--- src/rtl/jk_pkg.sv ---
// jk_pkg: shared JK command encoding for JK-cell based blocks.
package jk_pkg;
  localparam logic [1:0] JK_HOLD   = 2'b00;
  localparam logic [1:0] JK_RESET  = 2'b01;
  localparam logic [1:0] JK_SET    = 2'b10;
  localparam logic [1:0] JK_TOGGLE = 2'b11;
endpackage

--- src/rtl/jk_cell.sv ---
// jk_cell: single JK flip-flop driven by a 2-bit command, async active-high reset.
module jk_cell
  import jk_pkg::*;
(
  input  logic       clk,
  input  logic       rst,
  input  logic [1:0] cmd,
  output logic       q,
  output logic       qn
);
  always_ff @(posedge clk or posedge rst) begin
    if (rst) q <= 1'b0;
    else q <= cmd == JK_HOLD  ? q :
              cmd == JK_RESET ? 1'b0 :
              cmd == JK_SET   ? 1'b1 : ~q;
  end
  assign qn = ~q;
endmodule

--- src/rtl/jk_mod_counter.sv ---
// jk_mod_counter: modulo-MODULUS up/down counter built from a row of JK cells.
module jk_mod_counter
  import jk_pkg::*;
#(
  parameter int WIDTH   = 4,
  parameter int MODULUS = 10
) (
  input  logic               clk,
  input  logic               rst,
  input  logic               en,
  input  logic               up,
  input  logic               load,
  input  logic [WIDTH-1:0]   din,
  output logic [WIDTH-1:0]   q,
  output logic               tc,
  output logic               wrap,
  output logic [2*WIDTH-1:0] cmd
);
  if (WIDTH < 2 || WIDTH > 8) begin : g_bad_width
    $error("jk_mod_counter: WIDTH must be 2..8");
  end
  if (MODULUS < 2 || MODULUS > 2**WIDTH) begin : g_bad_mod
    $error("jk_mod_counter: MODULUS must be 2..2**WIDTH");
  end
  localparam logic [WIDTH-1:0] MAXV = WIDTH'(MODULUS - 1);
  logic [WIDTH-1:0] qn;
  logic [WIDTH-1:0] ld_val;
  logic             at_top;
  logic             at_zero;
  logic             ones;
  logic             zeros;
  assign ld_val  = din > MAXV ? MAXV : din;
  assign at_top  = q >= MAXV;
  assign at_zero = &qn;
  assign tc      = en & ~load & ((up & (q == MAXV)) | (~up & at_zero));
  // ones/zeros track whether all lower bits are 1/0, i.e. the ripple carry/borrow into bit i
  always_comb begin
    cmd   = '0;
    ones  = 1'b1;
    zeros = 1'b1;
    for (int i = 0; i < WIDTH; i++) begin
      cmd[2*i +: 2] = load ? (ld_val[i] ? JK_SET : JK_RESET) :
                      !en  ? JK_HOLD :
                      up   ? (at_top ? JK_RESET : ones ? JK_TOGGLE : JK_HOLD) :
                             (at_zero ? (MAXV[i] ? JK_SET : JK_RESET) : zeros ? JK_TOGGLE : JK_HOLD);
      ones  = ones & q[i];
      zeros = zeros & qn[i];
    end
  end
  for (genvar g = 0; g < WIDTH; g++) begin : g_cell
    jk_cell u_cell (
      .clk (clk),
      .rst (rst),
      .cmd (cmd[2*g +: 2]),
      .q   (q[g]),
      .qn  (qn[g])
    );
  end
  always_ff @(posedge clk or posedge rst) begin
    if (rst) wrap <= 1'b0;
    else wrap <= tc;
  end
endmodule

--- config.mk ---
export PLATFORM = sky130hd
export DESIGN_NAME = jk_mod_counter
export DESIGN_NICKNAME = d
export VERILOG_FILES = /design/src/rtl/jk_pkg.sv /design/src/rtl/jk_cell.sv /design/src/rtl/jk_mod_counter.sv
export SDC_FILE = /design/constraint.sdc
export NUM_CORES = 1
export LEC_CHECK = 0
export BUFFER_PORTS_ARGS = -buffer_cell sky130_fd_sc_hd__buf_2
export CORE_AREA = 2 2 39 41
export DETAILED_ROUTE_END_ITERATION = 12
export DIE_AREA = 0 0 41 43
export PLACE_DENSITY = 0.69
export SLEW_MARGIN = 20
export SYNTH_ARGS = -nofsm -noshare
export SYNTH_HDL_FRONTEND = slang
export SYNTH_HIERARCHICAL = 1
export SYNTH_SLANG_ARGS = --single-unit
--- constraint.sdc ---
create_clock -name clk -period 1.8 [get_ports clk]
set_input_delay 0.36 -clock clk [delete_from_list [all_inputs] [get_ports clk]]
set_output_delay 0.36 -clock clk [all_outputs]
set_load 0.005 [all_outputs]
==> results of run 1 <==
[kinds of logic (layout without fill, tap and decap cells)]
kind of cell,after synthesis,after routing,synth area share
buffers and inverters,13,50,0.120
AND/OR/NAND/NOR,21,21,0.266
multiplexers,1,1,0.0234
AO/OA/AOI/OAI,25,25,0.331
flip-flops,5,5,0.260
[state kept, by name, indices dropped and copies added (netlist names)]
name             cells
g_cell.u_cell/q      4
wrap                 1
[routing by layer]
layer,part of all wire,up-vias,global-route usage
li1,-,309,-
met5,0,-,0
met4,0.019,0,0.0600
met3,0.11,4,0.0471
met2,0.48,39,0.303
met1,0.40,298,0.285
[power by group]
group	switching, mW	internal, mW
clock network	0.0423	0.0836
registers	0.0973	0.161
logic	0.258	0.281
total	0.398	0.525
[worst max-delay path by stage]
| stage | endpoint | start | cells after the start | slack [ns] |
|---|---|---|---|---|
| after floorplan | cmd[3] | g_cell[0].u_cell/q | 3 | 0.30 |
| after global placement | cmd[3] | g_cell[0].u_cell/q | 5 | 0.10 |
| after detailed placement | cmd[3] | g_cell[0].u_cell/q | 5 | 0.09 |
| after CTS | cmd[3] | g_cell[0].u_cell/q | 5 | -0.02 |
| after global routing | cmd[3] | g_cell[0].u_cell/q | 5 | -0.14 |
| final | cmd[3] | g_cell[0].u_cell/q | 5 | -0.07 |
[metrics by stage]
step	total power, mW	setup TNS, ns	util
4_1_cts	0.855	-0.0250	0.530
3_3_place_gp	0.591	0	0.446
5_1_grt	0.995	-0.750	0.558
2_1_floorplan	0.435	0	-
6_report	0.923	-0.204	0.558
3_5_place_dp	0.597	0	0.446
[cell usage in the layout, fill, tap and decap left out, types with 3 or more instances in the layout]
master | Yosys | layout
buf_4 | 0 | 12
nor2_1 | 6 | 6
buf_2 | 1 | 22
a21oi_1 | 9 | 8
clkbuf_4 | 0 | 3
inv_1 | 11 | 8
inv_2 | 0 | 3
dfrtp_2 | 0 | 4
o21ai_0 | 3 | 3
[final cells by class]
| type | instances | share of cell area |
|---|---|---|
| Multi-Input combinational cell | 47 | 0.446 |
| Sequential cell | 5 | 0.169 |
| Timing Repair Buffer | 35 | 0.272 |
| Tap cell | 16 | 0.0259 |
| Clock buffer | 4 | 0.0340 |
| Inverter | 11 | 0.0535 |
[Yosys cell counts]
| library cell | instances |
|---|---|
| inv_1 | 11 |
| a21oi_1 | 9 |
| nor2_1 | 6 |
| dfrtp_1 | 5 |
| o21ai_0 | 3 |
| o21ai_1 | 3 |
| a31oi_1 | 2 |
| a32oi_1 | 2 |
| nand2_1 | 2 |
| nand2b_1 | 2 |
| nor2b_1 | 2 |
| a32o_1 | 1 |
| a32o_2 | 1 |
| and2_1 | 1 |
| and3_1 | 1 |
| and3b_2 | 1 |
| buf_2 | 1 |
| buf_6 | 1 |
| mux2_2 | 1 |
| nand3_1 | 1 |
| nand3_2 | 1 |
| nand4_1 | 1 |
| nand4b_1 | 1 |
| nor2b_4 | 1 |
| o21a_1 | 1 |
| o21bai_1 | 1 |
| o311ai_1 | 1 |
| o32ai_1 | 1 |
| or2_2 | 1 |
[tightest hold or removal path, cell delays in order]
cell,delay (ns)
buf_2,0.12
nand2b_1,0.13
a21oi_1,0.08
[timing repair]
action | CTS | global route
cloned | 0 | 0
setup buffers | 8 | 1
hold buffers | 1 | 0
hold endpoints to repair | 5 | 0
pin swaps | 3 | 5
endpoints found under the setup margin | 9 | 8
gates resized for setup | 10 | 5
==> impl_metrics.json, run 1 <==
{
  "drtPass1Iterations": 5,
  "min_from": "en",
  "drt_wl_total_um": 1620,
  "final_hold_viol_count": 0,
  "worst-path-buf-inv": 2,
  "antennaDiodeCount": 0,
  "critical_path_class": "reg2out",
  "io_buffers": 22,
  "grt_overflow": 0,
  "synth.ff_latch_count": 5,
  "drt_first_iter_violations": 21,
  "synth_cells": 65,
  "regArea_um2": 130,
  "yosys.area.top_type_share": 0.260,
  "clkTransAtPathRegs_ns": 0.04,
  "yosysSeqAreaShare": 0.260,
  "finalClockSkew_ns": 0.00307,
  "hold_end": "wrap",
  "syn_nets": 74,
  "endpoint_kind": "output pin",
  "avgSynthCellArea_um2": 7.39,
  "grt_usage": 0.204,
  "vias": 650,
  "final_cell_area_um2": 772,
  "multi_input_area_um2": 344,
  "r2r-start": "g_cell[0].u_cell/q",
  "dp_cells": 104,
  "die_y_um": 43,
  "cp_max_fo": 6,
  "syn_to_final_growth_pct": 60.7,
  "cts_sinks": 5,
  "synth_area_um2": 480,
  "max_freq_mhz": 534,
  "dpl_cell_area_um2": 617,
  "hpwlAfterDp_um": 1010,
  "cts.htree.levels": 1,
  "grt_pass1_vias": 591,
  "cts_root_buf": "clkbuf_4",
  "relSlewSlack": 0.806,
  "crit_slowest_cell": "dfrtp_2",
  "antenna_left": 0,
  "period_minus_slack_ns": 1.87,
  "layout-drive-gt1-share": 0.549,
  "cp_data_required_time_ns": 1.44,
  "r2r_cells": 7,
  "worstSkewPairLatency_ns": 0.24,
  "fillers": 134,
  "crit_arrival_ns": 1.51,
  "die_area_mm2": 0.00176,
  "maxCapViolations": 0,
  "synth_warnings": 6,
  "clock_path_buffers": 2,
  "die_width_um": 41,
  "cp_top_family": "flip-flops",
  "place_ws_ns": 0.0876,
  "gp_congestion": 0.831,
  "cts_buffers": 3,
  "io_pins": 23,
  "hold_class": "in2reg",
  "rsz0062_at_grt": "true",
  "netlist_top_cells_area": "dfrtp_1 26%, a21oi_1 9.4%, inv_1 8.6%",
  "r2r_slack_ns": 0.29,
  "grt_first_pass_wirelength_um": 2510,
  "cts_tree": "built",
  "nNetsFinal": 112,
  "start_util": 0.347,
  "status": "finished, violations left",
  "cellPowerDensity_mw_per_mm2": 1200,
  "drc": 0,
  "min_period_over_period": 1.04,
  "synth_top_cell_by_area": "dfrtp_1",
  "setup_ws_ns": -0.0715,
  "core_area_mm2": 0.00138,
  "slew_violations": 0,
  "synth.distinct_cells": 29,
  "antenna_found_initial": 0,
  "hold_slack_ns": 0.517,
  "rr_endpoint": "g_cell[1].u_cell/q",
  "min_path_cells": 3,
  "slowest_delay_ns": 0.45,
  "rows": 14,
  "violations": "setup timing",
  "crit_path_start_kind": "register",
  "peakVddDrop_uv": 849,
  "power_leakage_nw": 0.392,
  "post_drt_wl_per_cell_um": 13.7,
  "tightest_slew_ns": 0.290,
  "crit_path_cell_trace": "inv_2 -> and3b_2 -> nand3_2 -> a32o_1 -> buf_2",
  "layoutNonFillerInstCount": 118,
  "grt_max_degree": 11,
  "setup_viol": 7,
  "viasPerCell": 5.51
}
No activity file was read; power rests on OpenSTA's default activity.
==> run 2, diff against run 1 <==
ABC_AREA = 1   (was unset)
PLACE_DENSITY = 0.74   (was 0.69)
==> run 2 against run 1 <==
Compared with the run above: the run now ends clean; setup slack better by 0.13 ns; synthesized area grew 13%; core utilization decreased by 2.4 points; cell area fell by 4.2%; via count up 4.8%; hold slack lost 0.017 ns; highest routed layer is now met3.
==> impl_metrics.json, run 2 <==
{
  "worstSkewPairLatency_ns": 0.24,
  "clock_path_buffers": 2,
  "status": "finished clean",
  "grt_usage": 0.168,
  "endpoint_kind": "output pin",
  "netlist_top_cells_area": "nand2_1 23%, dfrtp_1 23%, inv_1 13%",
  "rr_endpoint": "g_cell[2].u_cell/q",
  "syn_nets": 107,
  "biggestRegsByFlops": "g_cell.u_cell/q: 4 flops, wrap: 1 flops",
  "synth.distinct_cells": 16,
  "hpwlAfterDp_um": 1040,
  "clkTransAtPathRegs_ns": 0.04,
  "synthArstFlopShare": 1.00,
  "final_common_cell": "nand2_1",
  "p_sw_mw": 0.347,
  "yosysSeqAreaShare": 0.230,
  "power_leakage_nw": 0.468,
  "clkPwrFrac": 0.164,
  "post_drt_wl_per_cell_um": 9.33,
  "cts_tree": "built",
  "antenna_found_initial": 0,
  "peakVddDrop_uv": 377,
  "cp_data_required_time_ns": 1.44,
  "drtPass1Iterations": 4,
  "hold_slack_ns": 0.500,
  "drt_first_iter_violations": 17,
  "nNetsFinal": 137,
  "die_y_um": 43,
  "finalClockSkew_ns": 0.00508,
  "synth_edf_count": 0,
  "grt_max_degree": 14,
  "cellPowerDensity_mw_per_mm2": 1030,
  "cts.htree.levels": 1,
  "comb_power_share": 0.560,
  "layout-drive-gt1-share": 0.386,
  "period_minus_slack_ns": 1.74,
  "synth_cells": 98,
  "switching_share": 0.456,
  "grt_pass1_vias": 523,
  "cts_buffers": 3,
  "tightest_slew_ns": 0.221,
  "antennaDiodeCount": 0,
  "layout_common_cells": "34 x nand2_1, 22 x buf_2, 19 x inv_1",
  "antenna_left": 0,
  "crit_path_start_kind": "register",
  "yosysMostFrequentCell": "nand2_1",
  "final_hold_viol_count": 0,
  "grt_first_pass_wirelength_um": 2030,
  "synth_warnings": 6,
  "synth_top_cell_by_area": "nand2_1",
  "maxCapViolations": 0,
  "min_from": "load",
  "rows": 14,
  "critical_path_class": "reg2out",
  "fillers": 140,
  "power_frac_seq": 0.276,
  "drc": 0,
  "crit_arrival_ns": 1.38,
  "vias": 681,
  "core_area_mm2": 0.00138,
  "synth_area_um2": 544,
  "place_ws_ns": 0.180,
  "yosys.area.top_type_share": 0.234,
  "gp_congestion": 0.892,
  "max_freq_mhz": 575,
  "die_area_mm2": 0.00176,
  "relSlewSlack": 0.851,
  "setup_viol": 0,
  "synth_commonest_cells": "34 x nand2_1, 19 x inv_1, 9 x nand2_2, 9 x o21ai_0",
  "synth.ff_latch_count": 5,
  "die_width_um": 41,
  "final_cell_area_um2": 739,
  "start_util": 0.393,
  "hold_class": "in2reg",
  "slew_violations": 0,
  "cts_sinks": 5,
  "power.internal_mw": 0.414,
  "cp_max_fo": 6,
  "min_period_over_period": 0.965,
  "ys.flop_type": "dfrtp_1",
  "hold_end": "wrap",
  "startpoint": "g_cell[2].u_cell/q",
  "r2r_cells": 7,
  "largest_reg_flops": 4,
  "rsz0062_at_grt": "true",
  "setup_ws_ns": 0.0623,
  "io_buffers": 22,
  "syn_to_final_growth_pct": 35.9,
  "io_pins": 23,
  "r2r_slack_ns": 0.55,
  "regMostFlops": "g_cell.u_cell/q",
  "avgSynthCellArea_um2": 5.55,
  "min_path_cells": 4,
  "p_total_mw": 0.761,
  "r2r-start": "g_cell[2].u_cell/q",
  "grt_overflow": 0,
  "drt_wl_total_um": 1330,
  "dpl_cell_area_um2": 667,
  "cts_root_buf": "clkbuf_4",
  "viasPerCell": 4.76
}
-- run 2: worst max-delay path, cell delays in order, from the launching register on --
cell	delay (ns)
dfrtp_2	0.44
o21ai_0	0.24
nand2_1	0.14
nand2_1	0.08
nand2_1	0.05
nand2_1	0.08
buf_2	0.12
-- run 2: worst max path at each step --
stage / endpoint / slack (ns) / cells after the start
2_1_floorplan: cmd[5] / 0.43 / 5
3_3_place_gp: cmd[7] / 0.21 / 8
3_5_place_dp: cmd[5] / 0.18 / 6
4_1_cts: cmd[3] / 0.006 / 7
5_1_grt: cmd[1] / -0.04 / 6
6_report: cmd[1] / 0.06 / 6
-- run 2: repair_timing --
action,4_1_cts,5_1_grt
gates resized for setup,3,8
buffers inserted,1,2
hold endpoints to repair,5,0
hold buffers,1,0
setup endpoints to repair,3,9
-- run 2: area by class of cell --
class / instances / area, um2 / share of cell area
clock buffer: 4 / 26.3 / 0.0355
inverter: 23 / 86.3 / 0.117
multi-input combinational: 69 / 334 / 0.452
sequential: 5 / 130 / 0.176
tap: 16 / 20.0 / 0.0271
timing repair buffer: 26 / 143 / 0.193
-- run 2: cell families after synthesis --
group                  Yosys count  share of synthesized area
AO/OA/AOI/OAI                   11                      0.101
buffers and inverters           24                      0.172
flip-flops                       5                      0.230
AND/OR/NAND/NOR                 58                      0.497
-- run 2: per-layer routing --
layer | vias up | track usage | wire length [um] | share of wire
li1 | 356 | - | - | -
met1 | 293 | 0.219 | 587 | 0.44
met2 | 32 | 0.272 | 661 | 0.50
met3 | 0 | 0.0314 | 85 | 0.064
met4 | 0 | 0.0400 | 0 | 0
met5 | - | 0 | 0 | 0
-- run 2: power by group through the flow --
stage | clock, mW | sequential [mW] | combinational, mW
2_1_floorplan | 0 | 0.211 | 0.240
3_3_place_gp | 0 | 0.224 | 0.350
3_5_place_dp | 0 | 0.225 | 0.350
4_1_cts | 0.131 | 0.210 | 0.392
5_1_grt | 0.138 | 0.218 | 0.485
6_report | 0.125 | 0.210 | 0.426
-- run 2: through the flow --
step	TNS, ns	cells	util
floorplan	0	98	-
global placement	0	135	0.482
detailed placement	0	135	0.482
CTS	0	141	0.515
global route	-0.116	143	0.534
finish	0	143	0.534
==> run 3, diff against run 2 <==
==> constraint.sdc (replaced) <==
create_clock -name clk -period 1.8 [get_ports clk]
set_input_delay 0.36 -clock clk [delete_from_list [all_inputs] [get_ports clk]]
set_output_delay 0.36 -clock clk [all_outputs]
set_load 0.05 [all_outputs]
==> run 3 against run 2 <==
Compared with the run above: final cell count up 6.3%; die area is the same; first-iteration DRC count stayed put; via count is 4.0% higher; setup slack got worse by 0.043 ns; combinational power up 100%; register-to-register slack worse by 0.03 ns; hold slack better by 0.021 ns; critical path depth is 1 lower; flip-flop and latch count unchanged; non-clock buffer count up 9; global-route usage is 2.2 points higher; largest cell class unchanged.
==> impl_metrics.json, run 3 (same netlist as run 2, synthesis figures left out) <==
{
  "cts_tree": "built",
  "regMostFlops": "g_cell.u_cell/q",
  "period_minus_slack_ns": 1.78,
  "antenna_found_initial": 0,
  "place_ws_ns": 0.0605,
  "grt_first_pass_wirelength_um": 2350,
  "drc": 0,
  "nNetsFinal": 146,
  "setup_ws_ns": 0.0193,
  "core_area_mm2": 0.00138,
  "cellPowerDensity_mw_per_mm2": 1290,
  "drtPass1Iterations": 4,
  "max_freq_mhz": 562,
  "gp_congestion": 0.883,
  "die_width_um": 41,
  "post_drt_wl_per_cell_um": 10.5,
  "clock_path_buffers": 2,
  "layout-drive-gt1-share": 0.507,
  "endpoint_kind": "output pin",
  "relSlewSlack": 0.825,
  "setup_viol": 0,
  "p_total_mw": 1.21,
  "status": "finished clean",
  "crit_path_start_kind": "register",
  "crit_arrival_ns": 1.42,
  "fillers": 124,
  "die_area_mm2": 0.00176,
  "largest_reg_flops": 4,
  "worstSkewPairLatency_ns": 0.24,
  "vias": 708,
  "slew_violations": 0,
  "viasPerCell": 4.66,
  "die_y_um": 43,
  "critical_path_class": "reg2out",
  "power_leakage_nw": 0.546,
  "start_util": 0.393,
  "cts_sinks": 5,
  "maxCapViolations": 0,
  "drt_first_iter_violations": 17,
  "layout_common_cells": "29 x nand2_1, 19 x inv_1, 13 x nand2_2, 13 x buf_2, 12 x buf_4",
  "fin_util": 0.676,
  "min_period_over_period": 0.989,
  "final_common_cell": "nand2_1",
  "peakVddDrop_uv": 530,
  "drt_wl_total_um": 1600,
  "antenna_left": 0,
  "syn_to_final_growth_pct": 72.0,
  "hold_class": "in2reg",
  "setup-tns-final_ns": 0,
  "final_hold_viol_count": 0,
  "biggestRegsByFlops": "g_cell.u_cell/q: 4 flops, wrap: 1 flops",
  "grt_usage": 0.190,
  "cts.htree.levels": 1,
  "grt_overflow": 0,
  "rsz0062_at_grt": "true",
  "cp_data_required_time_ns": 1.44,
  "grt_max_degree": 14,
  "antennaDiodeCount": 0,
  "rows": 14,
  "cts_buffers": 3,
  "finalClockSkew_ns": 0.00269,
  "tightest_slew_ns": 0.262,
  "io_pins": 23,
  "hpwlAfterDp_um": 1160,
  "grt_pass1_vias": 613,
  "cp_max_fo": 7,
  "cts_root_buf": "clkbuf_4",
  "io_buffers": 22,
  "clkTransAtPathRegs_ns": 0.04
}
==> run 3: through the flow <==
step	hold slack, ns	cells	cell area, um2
floorplan	0.0887	98	572
global placement	0.236	137	709
detailed placement	0.240	137	709
CTS	0.512	147	815
global route	0.535	152	936
finish	0.521	152	936
==> run 3: cell type report <==
cell class | instances | area, um2 | share of cell area
Multi-Input combinational cell | 69 | 387 | 0.413
Inverter | 23 | 86.3 | 0.0922
Clock buffer | 4 | 26.3 | 0.0281
Tap cell | 16 | 20.0 | 0.0214
Sequential cell | 5 | 130 | 0.139
Timing Repair Buffer | 35 | 287 | 0.306
==> run 3: repair_timing <==
item                                    4_1_cts  5_1_grt
resized for setup                            13       22
hold endpoints to repair                      5        0
endpoints found under the setup margin        9        9
buffers inserted                              5        5
hold buffers                                  1        0
pin swaps                                     0        4
==> run 3: critical path, stage by stage, from the launching register on <==
cell and delay, ns:
dfrtp_2 0.45, or2_0 0.21, o21ai_0 0.15, nand2_1 0.10, nor2_4 0.12, buf_8 0.15
==> run 3: report_power, final <==
| part | switching (mW) | internal, mW |
|---|---|---|
| Combinational | 0.532 | 0.325 |
| Sequential | 0.0662 | 0.156 |
| Clock | 0.0473 | 0.0839 |
| Total | 0.646 | 0.564 |
==> run 3: path summary, 6_finish.rpt <==
| check | from | end | slack [ns] | cells after the start |
|---|---|---|---|---|
| setup / recovery | g_cell[1].u_cell/q | tc | 0.02 | 5 |
| hold / removal | din[1] | g_cell[1].u_cell/q | 0.52 | 5 |
| setup reg to reg | g_cell[1].u_cell/q | g_cell[3].u_cell/q | 0.52 | 10 |
| hold reg to reg | g_cell[0].u_cell/q | g_cell[0].u_cell/q | 0.61 | 3 |
| max in group asynchronous | rst | g_cell[2].u_cell/q | 1.15 | 3 |
| min in group asynchronous | rst | wrap | 0.54 | 3 |
==> run 3: metal layers <==
layer  GRT usage  part of all wire
met1       0.226              0.42
met2       0.325              0.54
met3      0.0314             0.045
met4      0.0600                 0
met5           0                 0
